$ cat src/rtl/ram16k_arbiter_if.sv
// Bus bundle between the two requesters, the RAM and the arbiter.
// The arbiter sits on the slave modport; the environment around it
// (CPU port, scanout port and the RAM itself) sits on the master modport.
`timescale 1ns/1ps
interface ram16k_arbiter_if;
  // Port A: CPU data, reads and writes
  logic        a_req;
  logic        a_we;
  logic [13:0] a_addr;
  logic [15:0] a_wdata;
  logic        a_gnt;
  logic        a_rvalid;
  logic [15:0] a_rdata;

  // Port B: screen scanout, reads only
  logic        b_req;
  logic [13:0] b_addr;
  logic        b_gnt;
  logic        b_rvalid;
  logic [15:0] b_rdata;

  // RAM side
  logic        ram_load;
  logic [13:0] ram_address;
  logic [15:0] ram_in_value;
  logic [15:0] ram_out;

  modport slave (
    input  a_req, a_we, a_addr, a_wdata,
    output a_gnt, a_rvalid, a_rdata,
    input  b_req, b_addr,
    output b_gnt, b_rvalid, b_rdata,
    output ram_load, ram_address, ram_in_value,
    input  ram_out
  );

  modport master (
    output a_req, a_we, a_addr, a_wdata,
    input  a_gnt, a_rvalid, a_rdata,
    output b_req, b_addr,
    input  b_gnt, b_rvalid, b_rdata,
    input  ram_load, ram_address, ram_in_value,
    output ram_out
  );
endinterface

$ cat src/rtl/ram16k_arbiter.sv
// Two-port arbiter and sequencer in front of the 16K x 16 data RAM.
// Port A (CPU) reads and writes, port B (scanout) only reads. One request is
// accepted per cycle into a command stage that drives the RAM directly; read
// responses come back two cycles after acceptance on the originating port.
// When nothing is accepted the RAM is parked in a read so it never writes.
`timescale 1ns/1ps
module ram16k_arbiter #(
  parameter int ARB_MODE = 0,  // 0 = round-robin, 1 = A priority with B escalation
  parameter int MAX_WAIT = 8   // ARB_MODE=1: B wins after this many lost cycles (1..255)
) (
  input  logic              clk,
  input  logic              rst_n,
  ram16k_arbiter_if.slave   bus
);

  localparam int DATA_W = 16;
  localparam int ADDR_W = 14;
  localparam int WAIT_W = 8;

  typedef enum logic {
    PORT_A = 1'b0,
    PORT_B = 1'b1
  } port_e;

  // Saturating increment for the B starvation counter.
  function automatic logic [WAIT_W-1:0] sat_inc(input logic [WAIT_W-1:0] v);
    if (v == {WAIT_W{1'b1}}) begin
      return v;
    end
    return v + {{(WAIT_W-1){1'b0}}, 1'b1};
  endfunction

  // Arbitration state
  port_e              last_win;
  logic [WAIT_W-1:0]  wait_cnt;

  // Arbitration decisions (combinational)
  logic               conflict;
  logic               b_escalate;
  logic               a_gnt_c;
  logic               b_gnt_c;

  // Command stage
  logic               vld_p0;
  port_e              port_p0;
  logic               we_p0;
  logic [ADDR_W-1:0]  addr_p0;
  logic [DATA_W-1:0]  wdata_p0;

  // Response stage
  logic               vld_p1;
  port_e              port_p1;

  assign conflict   = bus.a_req & bus.b_req;
  assign b_escalate = (int'(wait_cnt) >= MAX_WAIT);

  // Pick at most one requester; nothing is granted while reset is asserted.
  always_comb begin
    a_gnt_c = 1'b0;
    b_gnt_c = 1'b0;
    if (rst_n) begin
      if (conflict) begin
        if (ARB_MODE == 0) begin
          a_gnt_c = (last_win == PORT_B);
        end else begin
          a_gnt_c = ~b_escalate;
        end
        b_gnt_c = ~a_gnt_c;
      end else begin
        a_gnt_c = bus.a_req;
        b_gnt_c = bus.b_req;
      end
    end
  end

  // Remember who won the most recent conflict for round-robin fairness.
  always_ff @(posedge clk or negedge rst_n) begin
    if (!rst_n) begin
      last_win <= PORT_B;
    end else if (conflict) begin
      last_win <= a_gnt_c ? PORT_A : PORT_B;
    end
  end

  // Count consecutive cycles that B waits; cleared when B is accepted.
  always_ff @(posedge clk or negedge rst_n) begin
    if (!rst_n) begin
      wait_cnt <= '0;
    end else if (bus.b_req && b_gnt_c) begin
      wait_cnt <= '0;
    end else if (bus.b_req) begin
      wait_cnt <= sat_inc(wait_cnt);
    end
  end

  // ---- stage p0: command register, accepted request drives the RAM ----
  // Capture the accepted request; address and write data hold when idle.
  always_ff @(posedge clk or negedge rst_n) begin
    if (!rst_n) begin
      vld_p0   <= 1'b0;
      we_p0    <= 1'b0;
      port_p0  <= PORT_A;
      addr_p0  <= '0;
      wdata_p0 <= '0;
    end else begin
      vld_p0 <= a_gnt_c | b_gnt_c;
      we_p0  <= a_gnt_c & bus.a_we;
      if (a_gnt_c) begin
        port_p0  <= PORT_A;
        addr_p0  <= bus.a_addr;
        wdata_p0 <= bus.a_wdata;
      end else if (b_gnt_c) begin
        port_p0  <= PORT_B;
        addr_p0  <= bus.b_addr;
      end
    end
  end

  // ---- stage p1: response register, RAM output is valid alongside it ----
  // Only reads produce a response; writes retire silently at the RAM.
  always_ff @(posedge clk or negedge rst_n) begin
    if (!rst_n) begin
      vld_p1  <= 1'b0;
      port_p1 <= PORT_A;
    end else begin
      vld_p1  <= vld_p0 & ~we_p0;
      port_p1 <= port_p0;
    end
  end

  assign bus.a_gnt        = a_gnt_c;
  assign bus.b_gnt        = b_gnt_c;

  assign bus.ram_load     = ~(vld_p0 & we_p0);
  assign bus.ram_address  = addr_p0;
  assign bus.ram_in_value = wdata_p0;

  assign bus.a_rvalid     = vld_p1 & (port_p1 == PORT_A);
  assign bus.b_rvalid     = vld_p1 & (port_p1 == PORT_B);
  assign bus.a_rdata      = bus.ram_out;
  assign bus.b_rdata      = bus.ram_out;

endmodule

$ cat src/flat_wrapper.sv
// flat-port wrapper written by rule: the top's interface ports become plain ports
module ram16k_arbiter_flat 
#(
  parameter int ARB_MODE = 0,                                                      
  parameter int MAX_WAIT = 8                                                             
)
  (clk, rst_n, bus_a_req, bus_a_we, bus_a_addr, bus_a_wdata, bus_a_gnt, bus_a_rvalid, bus_a_rdata, bus_b_req, bus_b_addr, bus_b_gnt, bus_b_rvalid, bus_b_rdata, bus_ram_load, bus_ram_address, bus_ram_in_value, bus_ram_out);
  ram16k_arbiter_if bus_i ();
  input  logic clk;
  input  logic rst_n;
  input wire logic [$bits(bus_i.a_req)-1:0] bus_a_req;
  input wire logic [$bits(bus_i.a_we)-1:0] bus_a_we;
  input wire logic [$bits(bus_i.a_addr)-1:0] bus_a_addr;
  input wire logic [$bits(bus_i.a_wdata)-1:0] bus_a_wdata;
  output wire logic [$bits(bus_i.a_gnt)-1:0] bus_a_gnt;
  output wire logic [$bits(bus_i.a_rvalid)-1:0] bus_a_rvalid;
  output wire logic [$bits(bus_i.a_rdata)-1:0] bus_a_rdata;
  input wire logic [$bits(bus_i.b_req)-1:0] bus_b_req;
  input wire logic [$bits(bus_i.b_addr)-1:0] bus_b_addr;
  output wire logic [$bits(bus_i.b_gnt)-1:0] bus_b_gnt;
  output wire logic [$bits(bus_i.b_rvalid)-1:0] bus_b_rvalid;
  output wire logic [$bits(bus_i.b_rdata)-1:0] bus_b_rdata;
  output wire logic [$bits(bus_i.ram_load)-1:0] bus_ram_load;
  output wire logic [$bits(bus_i.ram_address)-1:0] bus_ram_address;
  output wire logic [$bits(bus_i.ram_in_value)-1:0] bus_ram_in_value;
  input wire logic [$bits(bus_i.ram_out)-1:0] bus_ram_out;
  assign bus_i.a_req = bus_a_req;
  assign bus_i.a_we = bus_a_we;
  assign bus_i.a_addr = bus_a_addr;
  assign bus_i.a_wdata = bus_a_wdata;
  assign bus_a_gnt = bus_i.a_gnt;
  assign bus_a_rvalid = bus_i.a_rvalid;
  assign bus_a_rdata = bus_i.a_rdata;
  assign bus_i.b_req = bus_b_req;
  assign bus_i.b_addr = bus_b_addr;
  assign bus_b_gnt = bus_i.b_gnt;
  assign bus_b_rvalid = bus_i.b_rvalid;
  assign bus_b_rdata = bus_i.b_rdata;
  assign bus_ram_load = bus_i.ram_load;
  assign bus_ram_address = bus_i.ram_address;
  assign bus_ram_in_value = bus_i.ram_in_value;
  assign bus_i.ram_out = bus_ram_out;
  ram16k_arbiter #(.ARB_MODE(ARB_MODE), .MAX_WAIT(MAX_WAIT)) u_core (.clk(clk), .rst_n(rst_n), .bus(bus_i));
endmodule
$ cat config.mk
export PLATFORM = sky130hd
export DESIGN_NAME = ram16k_arbiter_flat
export DESIGN_NICKNAME = d
export VERILOG_FILES = /design/src/rtl/ram16k_arbiter_if.sv /design/src/rtl/ram16k_arbiter.sv /design/src/flat_wrapper.sv
export SDC_FILE = /design/constraint.sdc
export NUM_CORES = 1
export LEC_CHECK = 0
export CORE_ASPECT_RATIO = 0.75
export CORE_MARGIN = 1.5
export CORE_UTILIZATION = 31
export CTS_CLUSTER_SIZE = 8
export DETAILED_ROUTE_END_ITERATION = 8
export GPL_TIMING_DRIVEN = 0
export PLACE_DENSITY = 0.86
export REMOVE_ABC_BUFFERS = 1
export SYNTH_ARGS = -nofsm -noshare
export SYNTH_HDL_FRONTEND = slang
export SYNTH_SLANG_ARGS = --single-unit
$ cat constraint.sdc
create_clock -name clk -period 1.5 [get_ports clk]
set_clock_uncertainty 0.05 [all_clocks]
set_input_delay 0.3 -clock clk [delete_from_list [all_inputs] [get_ports clk]]
set_output_delay 0.3 -clock clk [all_outputs]
set_load 0.02 [all_outputs]
==> results.toml, run 1 <==
[outcome]
status = "finished with violations"
violations = "negative setup slack"

[setup_path]
crit_type = "reg2out"
cp_cell_sequence = "and2b_4 -> nor2_4 -> buf_6"
end_kind = "primary output"
cp.arrival_ps = 1300
r2r_slack_ps = -130
cp-start-kind = "flip-flop"
cp_max_fo = 3
crit_path_max_incr_delay_ps = 540
cp.required_ps = 1150
cpMaxStageDelayCell = "dfstp_2"

[floorplanning]
core_mm2 = 0.00550
start_util = 0.331
io_pins = 132
dieWidth_um = 91.5
die_area_mm2 = 0.00635
die_h_um = 69.4
row_count = 23

[cells_and_area]
fillers = 526
layout-drive-gt1-share = 0.251
num_antenna_cells = 0
syn_to_final_growth_pct = 55.2
final_nets = 299

[pwr]
internal-power_mw = 2.12
power.density_mw_per_mm2 = 1080
switching_power_mw = 0.924
seqPwrFrac = 0.396
leakage_nw = 1.22
p_comb_frac = 0.323
power.share.clock = 0.281
ir_worst_vdd_mv = 0.377
power_mw = 3.05
netSwitchingFraction = 0.303

[routing]
drc = 0
dr.pass1.iters = 4
antenna_left = 0
drt_iter0_markers = 98
drt-total-wl_mm = 5.99
vias = 1551
drt-wirelength-per-cell_um = 19.3
avgViaCountPerCell = 5.00

[worst_hold_path]
worst_hold_path_type = "in2async"

[sta]
slew_headroom = 0.618
rsz0062_at_grt = "yes"
setup_slack_ps = -148
finalCritPeriodShare = 1.10
fin_tns_setup_ps = -2030
fin_crit_ps = 1650
setup_viol = 23
hold_violations = 0
worst_slew_pin_slew_ps = 572
max_clock_freq_ghz = 0.607
whs_ps = 105
maxSlewViolCount = 0

[synth]
netlist_instances = 159
synth_area_mm2 = 0.00182
syn_avg_cell_area_um2 = 11.4
synth_top_area_frac = 0.481
yosysWarnings = 0
synthArstFlopShare = 1.00
synth-seq-area-share = 0.496
synth_seq_cells = 36
synth_area_leaders = "dfrtp_1 (48%), buf_4 (13%), mux2_4 (8.2%)"
ys_types = 25
yosys.area.top_type = "dfrtp_1"
synth_flop_cell = "dfrtp_1"
synth_edf_count = 0
yosysMostFrequentCell = "dfrtp_1"
synth.top_cells.by_count = "dfrtp_1 (35), buf_4 (32), a31oi_1 (11), nor2_1 (11)"

[clock_network]
cts_buffers = 5
clkLatencyLatePin_ps = 280
cts.sinks = 36
cts_tree = "yes"
cts_max_path_buffers = 2
h-tree-depth = 2
cts.reportedPaths.clkPinSlew_ps = 80
ctsRootBufferMaster = "clkbuf_8"

[global_routing]
grt_pass1_wl_mm = 8.76
grt_pass1_vias = 1527
overflow = 0
antenna_found_initial = 0
grt_max_degree = 22
grt.total_usage = 0.184

[placed_design]
dp_hpwl_mm = 3.74
gp_congestion = 0.782
port_buffers = 83

[flow_run]
drv_cap = 0
-- cells in the final DEF (no fill, tap or decap), drive strengths merged --
cell type / count
a21oi: 2
a221o: 4
a31oi: 11
and2: 4
and2b: 1
and3: 4
buf: 22
bufbuf: 1
bufinv: 1
clkbuf: 6
clkdlybuf4s15: 1
clkdlybuf4s18: 1
clkdlybuf4s50: 45
clkinv: 2
clkinvlp: 5
dfrtp: 35
dfstp: 1
dlygate4sd2: 32
dlygate4sd3: 2
mux2: 16
nand2: 3
nor2: 13
nor2b: 2
o2111ai: 10
o21ai: 11
-- per-stage QoR --
stage | utilization | area, um^2 | cells | setup slack (ps)
after floorplan | - | 1530 | 118 | -433
after global placement | 0.446 | 2450 | 276 | -3420
after detailed placement | 0.449 | 2470 | 277 | -1850
after CTS | 0.498 | 2740 | 300 | -212
after global routing | 0.514 | 2830 | 310 | -186
final | 0.514 | 2830 | 310 | -148
-- power by group through the flow --
stage	sequential (mW)	combinational, mW	clock [mW]
after floorplan	1.41	0.246	0
after global placement	1.24	0.917	0
after detailed placement	1.24	0.936	0
after CTS	1.21	0.947	0.891
after global routing	1.23	1.04	0.929
final	1.21	0.983	0.856
-- cell families (layout without fill, tap and decap cells) --
family,count (synthesis),after routing,share of synthesized area
muxes,16,16,0.120
AOI/OAI and AO/OA,38,38,0.146
and+or+nand+nor,26,27,0.0749
DFF,36,36,0.496
buffers and inverters,43,118,0.164
-- area by class of cell --
| type | instances | area, um^2 | share of cell area |
|---|---|---|---|
| Inverter | 2 | 11.3 | 0.00399 |
| Timing Repair Buffer | 105 | 1030 | 0.364 |
| Multi-Input combinational cell | 81 | 658 | 0.233 |
| Clock buffer | 5 | 68.8 | 0.0244 |
| Sequential cell | 36 | 902 | 0.319 |
| Tap cell | 75 | 93.8 | 0.0332 |
| Clock inverter | 3 | 42.5 | 0.0151 |
| Timing Repair inverter | 3 | 20.0 | 0.00709 |
-- state kept, by name (all words and copies together), names as in the netlist --
| register | flops |
|---|---|
| u_core.port_p0 | 1 |
| u_core.bus.ram_in_value | 16 |
| u_core.we_p0 | 1 |
| u_core.port_p1 | 1 |
| u_core.bus.ram_address | 14 |
| u_core.vld_p0 | 1 |
| u_core.vld_p1 | 1 |
| u_core.last_win | 1 |
-- metal layers --
| metal | part of all wire | GRT usage | vias to the layer above | wire (um) |
|---|---|---|---|---|
| li1 | - | - | 693 | - |
| met1 | 0.43 | 0.225 | 766 | 2590 |
| met2 | 0.46 | 0.277 | 84 | 2730 |
| met3 | 0.098 | 0.0921 | 6 | 588 |
| met4 | 0.0070 | 0.0573 | 2 | 42 |
| met5 | 0.0068 | 0.0833 | - | 41 |
-- worst max-delay path: cells and delay by family (launching register included) --
family,cells,cell delay (ps)
AND/OR/NAND/NOR,2,330
buffers and inverters,1,140
flip-flops,1,540
-- final timing paths --
path,end,start,cells after the start
worst max-delay path,bus_a_gnt,u_core.last_win,3
worst min-delay path,u_core.port_p1,rst_n,2
worst max register to register,u_core.bus.ram_in_value[15],u_core.last_win,5
worst min register to register,u_core.port_p1,u_core.port_p0,0
max in group asynchronous,u_core.vld_p0,rst_n,2
min in group clk,u_core.bus.ram_address[9],rst_n,3
-- what timing repair did --
item,4_1_cts,5_1_grt
endpoints found under the hold margin,13,0
setup buffers,10,7
gates resized for setup,60,12
hold buffers,2,0
setup endpoints to repair,68,35
pin swaps,3,5
gates cloned,3,3
(Power assumes the default switching activity.)
==> run 2, diff against run 1 <==
- REMOVE_ABC_BUFFERS: 1 -> not set
==> run 2 against run 1 <==
Effect of this change:
- the flow finishes with violations (negative hold slack, negative setup slack)
- maximum frequency down 2.5%
- flip-flop and latch count stayed put
- critical endpoint unchanged
- critical path type unchanged
- critical path depth increased by 1
- worst hold slack worse by 250 ps
==> results.toml, run 2 (synthesized netlist as in run 1, its figures left out) <==
[setup_path]
crit_path_max_incr_delay_ps = 540
crit_type = "reg2out"
cp-start-kind = "flip-flop"
cp.arrival_ps = 1340
end_kind = "primary output"
cp.required_ps = 1150
cpMaxStageDelayCell = "dfstp_2"
cp_cell_sequence = "and2b_4 -> nor2_4 -> buf_6 -> buf_6"
crit_start = "u_core.last_win"
crit_top_cell = "buf_6"
cp_max_fo = 2
reg2reg_from = "u_core.last_win"

[sta]
worst_slew_pin_slew_ps = 473
maxSlewViolCount = 0
setup_slack_ps = -190
whs_ps = -149
slew_headroom = 0.684
rsz0062_at_grt = "yes"
fin_crit_ps = 1690
setup_viol = 22
finalCritPeriodShare = 1.13
max_clock_freq_ghz = 0.592
hold_violations = 35

[clock_network]
clkLatencyLatePin_ps = 290
cts_tree = "yes"
h-tree-depth = 2
ctsRootBufferMaster = "clkbuf_8"
cts_max_path_buffers = 2
cts.sinks = 36
cts.reportedPaths.clkPinSlew_ps = 80
cts_buffers = 5

[synth]
synth_fp_nets = 224

[cells_and_area]
layout-drive-gt1-share = 0.285
syn_to_final_growth_pct = 80.4
num_antenna_cells = 0
final_nets = 355
layout_common_cells = "clkdlybuf4s50_1 (77), buf_4 (38), dfrtp_1 (35), dlygate4sd2_1 (33), mux2_4 (13)"
largest_reg_flops = 16
final_common_cell = "clkdlybuf4s50_1"
fin_util = 0.598

[routing]
dr.pass1.iters = 4
drc = 0
drt-total-wl_mm = 5.29
drt-wirelength-per-cell_um = 14.5
antenna_left = 0
drt_iter0_markers = 62
avgViaCountPerCell = 4.66
vias = 1706

[outcome]
violations = "negative hold slack, negative setup slack"
status = "finished with violations"

[worst_hold_path]
worst_hold_path_type = "in2async"

[flow_run]
drv_cap = 0

[floorplanning]
die_area_mm2 = 0.00635
row_count = 23
die_h_um = 69.4
io_pins = 132
dieWidth_um = 91.5
start_util = 0.331
core_mm2 = 0.00550

[global_routing]
grt_max_degree = 41
grt.total_usage = 0.165
grt_pass1_wl_mm = 8.29
grt_pass1_vias = 1751
overflow = 0
antenna_found_initial = 0

[placed_design]
port_buffers = 115
gp_congestion = 0.702
dp_hpwl_mm = 3.88
place_ws_ps = -1170

[pwr]
power.density_mw_per_mm2 = 976
ir_worst_vdd_mv = 0.356
power_mw = 3.20
leakage_nw = 1.47
[run 2: timing repair]
action / 4_1_cts / 5_1_grt
endpoints found under the setup margin: 68 / 31
pin swaps: 1 / 5
resized for setup: 56 / 12
setup buffers: 4 / 5
hold endpoints to repair: 35 / 35
gates cloned: 0 / 1
[run 2: area by class of cell]
type	count	area, um^2
Fill cell	474	2210
Tap cell	75	93.8
Clock inverter	3	42.5
Clock buffer	5	68.8
Inverter	2	7.51
Multi-Input combinational cell	80	643
Buffer	40	298
Sequential cell	36	902
Timing Repair Buffer	125	1230
[run 2: critical path: cells and delay by family (launching register included)]
kind / cells / cell delay (ps)
buffers and inverters: 2 / 230
and+or+nand+nor: 2 / 290
DFF: 1 / 540
[run 2: metrics by stage]
stage | TNS (ps) | cell area (um^2) | std cells | hold WS, ps
finish | -3290 | 3280 | 366 | -149
detailed placement | -23180 | 3060 | 349 | 356
CTS | -2020 | 3180 | 360 | -140
global route | -4230 | 3280 | 366 | -134
global placement | -92810 | 3070 | 349 | 350
floorplan | -205 | 1820 | 159 | -45.6
[run 2: report_power, final]
group	internal, mW	leakage (nW)	switching (mW)
clock	0.492	0.0541	0.361
combinational	0.605	0.996	0.539
sequential	1.13	0.422	0.0782
total	2.23	1.47	0.978
[run 2: routing by layer]
layer,global-route usage,share of wire,up-vias
met2,0.283,0.49,82
met1,0.199,0.43,816
met3,0.0439,0.068,9
li1,-,-,799
met5,0,0,-
met4,0.0590,0.016,0
[run 2: worst paths after layout]
check	to	slack [ps]	cells after the start
worst max-delay path	bus_a_gnt	-190	4
worst min-delay path	u_core.bus.ram_in_value[15]	-150	1
worst max register to register	u_core.bus.ram_in_value[3]	-180	6
worst min register to register	u_core.vld_p1	370	1
max in group asynchronous	u_core.last_win	1250	1
min in group clk	u_core.vld_p1	370	1
